--- config.mk ---
export PLATFORM = sky130hd
export DESIGN_NAME = scan_cfg_reg
export DESIGN_NICKNAME = d
export VERILOG_FILES = /design/src/rtl/scan_pkg.sv /design/src/rtl/scan_len_counter.sv /design/src/rtl/scan_cfg_reg.sv
export SDC_FILE = /design/constraint.sdc
export NUM_CORES = 1
export LEC_CHECK = 0
export ABC_AREA = 1
export BUFFER_PORTS_ARGS = -buffer_cell sky130_fd_sc_hd__buf_2
export CAP_MARGIN = 20
export CELL_PAD_IN_SITES_DETAIL_PLACEMENT = 1
export CELL_PAD_IN_SITES_GLOBAL_PLACEMENT = 1
export CORE_ASPECT_RATIO = 0.9
export CORE_MARGIN = 3
export CORE_UTILIZATION = 39
export DETAILED_ROUTE_END_ITERATION = 8
export HOLD_SLACK_MARGIN = 0.05
export PLACE_DENSITY_LB_ADDON = 0.1
export SLEW_MARGIN = 20
export SYNTH_ARGS = -nofsm -noshare
export SYNTH_HDL_FRONTEND = slang
export SYNTH_SLANG_ARGS = --single-unit
--- constraint.sdc ---
create_clock -name clk -period 1.4 [get_ports clk]
set_input_delay 0.07 -clock clk [delete_from_list [all_inputs] [get_ports clk]]
set_output_delay 0.07 -clock clk [all_outputs]
set_load 0.05 [all_outputs]
--- src/rtl/scan_pkg.sv ---
// Shared types and helpers for the scan configuration blocks.
package scan_pkg;

   // Scan register FSM states.
   typedef enum logic [1:0] {
      StIdle,
      StShift,
      StUpdate
   } scan_state_e;

   // Chain length: data bits plus an optional trailing even-parity bit.
   function automatic int unsigned chain_len(input int unsigned width,
                                             input int unsigned parity_en);
      return width + ((parity_en != 0) ? 32'd1 : 32'd0);
   endfunction

endpackage

--- src/rtl/scan_len_counter.sv ---
// Saturating bit counter with synchronous clear, used to measure shift length.
module scan_len_counter #(
   parameter int unsigned MAX_VAL = 10,
   parameter int unsigned CNT_W   = 4
) (
   input  logic             clk,
   input  logic             reset,
   input  logic             clear,
   input  logic             inc,
   output logic [CNT_W-1:0] count
);

   logic [CNT_W-1:0] cnt_q, cnt_d;

   // Next count: clear wins, otherwise increment until saturated.
   always_comb begin
      cnt_d = cnt_q;
      if (clear) begin
         cnt_d = '0;
      end else if (inc && (cnt_q != CNT_W'(MAX_VAL))) begin
         cnt_d = cnt_q + CNT_W'(1);
      end
   end

   // Count register.
   always_ff @(posedge clk or posedge reset) begin
      if (reset) begin
         cnt_q <= '0;
      end else begin
         cnt_q <= cnt_d;
      end
   end

   assign count = cnt_q;

endmodule

--- src/rtl/scan_cfg_reg.sv ---
// Scan-loadable configuration register with parity-checked shadow update.
module scan_cfg_reg
   import scan_pkg::*;
#(
   parameter int unsigned           WIDTH     = 8,
   parameter logic [WIDTH-1:0]      RESET_VAL = '0,
   parameter int unsigned           PARITY_EN = 1
) (
   input  logic             clk,
   input  logic             reset,
   input  logic             scan_en,
   input  logic             scan_in,
   output logic             scan_out,
   input  logic             scan_capture,
   input  logic [WIDTH-1:0] capture_in,
   input  logic             scan_update,
   output logic [WIDTH-1:0] d_out,
   output logic             upd_done,
   output logic             upd_err,
   output logic             busy
);

   localparam int unsigned CHAIN_LEN = chain_len(WIDTH, PARITY_EN);
   // One extra code above CHAIN_LEN marks an overrun.
   localparam int unsigned CNT_W     = $clog2(CHAIN_LEN + 2);

   logic [CHAIN_LEN-1:0] chain_q, chain_d;
   logic [WIDTH-1:0]     d_out_q, d_out_d;
   logic                 upd_done_q, upd_done_d;
   logic                 upd_err_q, upd_err_d;
   logic [CNT_W-1:0]     bit_cnt;
   logic                 do_capture, do_shift, do_update;
   logic                 parity_ok, accept;
   scan_state_e          state_q, state_d;

   // Strobe priority: capture over shift over update.
   always_comb begin
      do_capture = scan_capture;
      do_shift   = scan_en & ~scan_capture;
      do_update  = scan_update & ~scan_en & ~scan_capture;
   end

   scan_len_counter #(
      .MAX_VAL (CHAIN_LEN + 1),
      .CNT_W   (CNT_W)
   ) u_len_cnt (
      .clk   (clk),
      .reset (reset),
      .clear (do_capture | do_update),
      .inc   (do_shift),
      .count (bit_cnt)
   );

   // Update is legal only after exactly CHAIN_LEN shifts with even parity.
   always_comb begin
      parity_ok = (PARITY_EN == 0) || (^chain_q == 1'b0);
      accept    = (bit_cnt == CNT_W'(CHAIN_LEN)) && parity_ok;
   end

   // Chain next state: capture loads status plus parity, shift moves toward MSB.
   always_comb begin
      chain_d = chain_q;
      if (do_capture) begin
         chain_d[CHAIN_LEN-1 -: WIDTH] = capture_in;
         if (PARITY_EN != 0) begin
            chain_d[0] = ^capture_in;
         end
      end else if (do_shift) begin
         chain_d = {chain_q[CHAIN_LEN-2:0], scan_in};
      end
   end

   // Shadow register and update status next state.
   always_comb begin
      d_out_d    = d_out_q;
      upd_err_d  = upd_err_q;
      upd_done_d = 1'b0;
      if (do_update) begin
         if (accept) begin
            d_out_d    = chain_q[CHAIN_LEN-1 -: WIDTH];
            upd_done_d = 1'b1;
            upd_err_d  = 1'b0;
         end else begin
            upd_err_d  = 1'b1;
         end
      end
   end

   // Datapath registers.
   always_ff @(posedge clk or posedge reset) begin
      if (reset) begin
         chain_q    <= '0;
         d_out_q    <= RESET_VAL;
         upd_done_q <= 1'b0;
         upd_err_q  <= 1'b0;
      end else begin
         chain_q    <= chain_d;
         d_out_q    <= d_out_d;
         upd_done_q <= upd_done_d;
         upd_err_q  <= upd_err_d;
      end
   end

   // FSM state register.
   always_ff @(posedge clk or posedge reset) begin
      if (reset) begin
         state_q <= StIdle;
      end else begin
         state_q <= state_d;
      end
   end

   // FSM next state; an effective update overrides every other transition.
   always_comb begin
      state_d = state_q;
      if (do_update) begin
         state_d = StUpdate;
      end else begin
         unique case (state_q)
            StIdle:   if (do_shift) state_d = StShift;
            StShift:  if (do_capture) state_d = StIdle;
            StUpdate: state_d = do_shift ? StShift : StIdle;
            default:  state_d = StIdle;
         endcase
      end
   end

   // FSM and datapath outputs.
   always_comb begin
      busy     = (state_q == StShift);
      scan_out = chain_q[CHAIN_LEN-1];
      d_out    = d_out_q;
      upd_done = upd_done_q;
      upd_err  = upd_err_q;
   end

endmodule

==> impl_metrics.csv <==
group,metric,value,unit
drt,drtPass1Iterations,4,
outcome,violations,"negative setup slack",
logic_synthesis,synthAdderAreaFrac,2.65,%
clock_network,cts_tree,"yes",
placement,place_ws,-0.0631,ns
logic_synthesis,muxShareOfSynthArea,0,%
die,row_count,20,
die,die_w,69.6,µm
placement,gp_congestion,0.834,
critical_path,end_kind,"flop",
drt,drt_iter0_drc,58,
critical_path,crit_start,"chain_q[4]",
logic_synthesis,synth_compound_area_share,6.97,%
sta,worst_pin_slew,0.414,ns
clock_network,clkLatencyLatePin,0.28,ns
drt,drc,0,
critical_path,worstPathArrival,1.66,ns
global_routing,grt_pass1_vias,1487,
clock_network,htree_levels,1,
sta,period_share,106,%
die,dieHeight,63.2,µm
placement,numPortBuffers,25,
clock_network,cts_buffers,3,
critical_path,path_class,"reg2reg",
sta,hold_viol,0,
power_and_ir_drop,leakage,0.00100,µW
clock_network,clock_tree.root_cell,"clkbuf_8",
critical_path,reg2reg_from,"chain_q[4]",
logic_synthesis,synth_top_area_share,44.1,%
layout,nets,248,
power_and_ir_drop,p_per_area,1050,nW/µm²
power_and_ir_drop,vdd_ir_drop_max,0.376,mV
die,io_pins,26,
sta,final-setup-viol-count,11,
logic_synthesis,synth_area_leader_cell,"dfrtp_1",
layout,diodes,0,
die,dieArea,4400,µm²
sta,holdWs,0.0454,ns
logic_synthesis,synth_cells,184,
layout,layout-area-overhead-vs-synth,38.8,%
logic_synthesis,synth_seq_area_share,44.1,%
sta,setup_slack,-0.0817,ns
clock_network,clock-sinks,25,
logic_synthesis,ys_seq_elements,25,
logic_synthesis,synth_area_per_cell,7.70,µm²
global_routing,grt_overflow,0,
logic_synthesis,synth_top_family_by_area,"simple AND/OR/NAND/NOR gates",
hold_path,hp-start,"capture_in[5]",
critical_path,crit_path_max_fanout,5,
critical_path,required,1.58,ns
die,initial_core_util,41.4,%
global_routing,grt_first_pass_wirelength,6690,µm
global_routing,antenna_found_initial,0,
placement,hpwl,2810,µm
logic_synthesis,synth-simple-area-share,32.9,%
logic_synthesis,synthDistinctLibCells,22,
hold_path,hold_path.class,"in2reg",
logic_synthesis,yosys_warnings,0,
die,core_area,3430,µm²
critical_path,crit_path_start_kind,"flop",
logic_synthesis,synth_nets,201,
drt,wl,4380,µm
clock_network,clockBufferDepth,2,
sta,slew_viol_final,0,
logic_synthesis,yosys-top-cells-area,"dfrtp_1 44%, nand2_1 17%, nand3_1 6.7%",
outcome,run_status,"complete, but fails checks",
logic_synthesis,syn_area,1420,µm²
job,maxCapViolCount,0,
sta,fmax,675,MHz
global_routing,grt_use_total,18.9,%
logic_synthesis,synth_xor_area_share,6.18,%
drt,wl_per_cell,16.0,µm
drt,antenna_left,0,
global_routing,grt_max_degree,26,
drt,dr_total_vias,1432,
sta,fin_skew,0.00425,ns
sta,slew_headroom,72.4,%
sta,rsz0062_at_grt,"yes",
clock_network,path_clk_slew,0.09,ns
layout,drive_gt1_share,40.4,%
drt,post_drt_via_cell_ratio,5.23,
sta,finalCriticalPeriod,1.48,ns
==> critical path, cell delays in order, from the launching register on <==
cell and delay, ns:
dfrtp_1 0.45, inv_2 0.08, nor2_1 0.18, o21ai_1 0.13, nand2_2 0.13, inv_1 0.08, nand2_4 0.08, nand3_4 0.10
nand2_1 0.09, nand2_1 0.05
==> path summary, 6_finish.rpt <==
kind / slack [ns] / cells past startpoint / to
worst min-delay path: 0.05 / 3 / chain_q[6]
worst min register to register: 0.47 / 2 / d_out[6]
worst max-delay path: -0.08 / 9 / d_out[5]
min in group asynchronous: 0.38 / 4 / d_out[1]
max in group asynchronous: 0.76 / 4 / u_len_cnt.count[0]
worst max register to register: -0.08 / 9 / d_out[5]
==> report_power, final <==
part / leakage [µW] / internal, µW / switching (µW)
logic: 0.000668 / 299 / 478
registers: 0.000314 / 769 / 82.1
clock network: 0.0000228 / 204 / 240
==> synth_stat cells <==
master / count
inv_2: 2
ha_1: 3
a21oi_1: 1
inv_1: 24
clkbuf_1: 1
nand3_1: 19
o21ai_1: 2
xnor2_1: 8
xor2_1: 2
nand3_2: 1
nand2_1: 63
nor2_1: 9
dfrtp_1: 25
nor3_1: 2
nor3b_1: 2
nor2_4: 1
nand2_2: 3
nand3_4: 1
o21ai_0: 5
o211ai_1: 2
o221ai_1: 5
nor2_2: 3
==> repair_timing <==
action                                 CTS  global route
hold buffers                             3             0
setup endpoints to repair                9            13
endpoints found under the hold margin   27             0
gates resized for setup                  8            46
buffers inserted                         4             1
cloned                                   0             1
pin swaps                                2            15
==> registers in the layout (all words and copies together) (netlist names) <==
register         count
upd_done             1
state_q              2
d_out                8
chain_q              9
u_len_cnt.count      4
upd_err              1
==> cells by family after synthesis <==
logic type,count (synthesis)
flops,25
fa+ha+maj,3
buf+inv,27
simple gates,104
xor+xnor,10
compound gates,15
==> final cells by class <==
type | instances | area, µm²
Fill cell | 432 | 1460
Tap cell | 44 | 55.1
Multi-Input combinational cell | 133 | 867
Inverter | 26 | 100
Clock buffer | 4 | 45.0
Timing Repair Buffer | 42 | 264
Sequential cell | 25 | 637
==> layout by cell type, fill, tap and decap left out, types with 4 or more instances in the layout <==
master and count:
buf_2 25, buf_4 13, dfrtp_1 16, dfrtp_2 9, inv_1 19, inv_2 6, nand2_1 47, nand2_2 12
nand2_4 7, nand3_1 15, nand3_4 4, nor2_1 8, o21ai_0 4, o221ai_1 5, xnor2_1 7
==> metal layers <==
layer | wire length [µm] | global-route usage [%] | vias to the layer above
li1 | - | - | 679
met1 | 1880 | 22.9 | 697
met2 | 2210 | 33.2 | 45
met3 | 167 | 2.87 | 11
met4 | 121 | 8.29 | 0
met5 | 0 | 0 | -
==> through the flow <==
| stage | cell area [µm²] | utilization [%] | total power [µW] | setup TNS (ns) | instances |
|---|---|---|---|---|---|
| 2_1_floorplan | 1420 | - | 1190 | 0 | 184 |
| 3_3_place_gp | 1660 | 48.5 | 1320 | -0.115 | 261 |
| 3_5_place_dp | 1660 | 48.5 | 1350 | -0.475 | 261 |
| 4_1_cts | 1790 | 52.2 | 1820 | -0.0693 | 272 |
| 5_1_grt | 1970 | 57.4 | 2180 | -1.67 | 274 |
| 6_report | 1970 | 57.4 | 2070 | -0.535 | 274 |
Power figures use the tool's default switching activity.
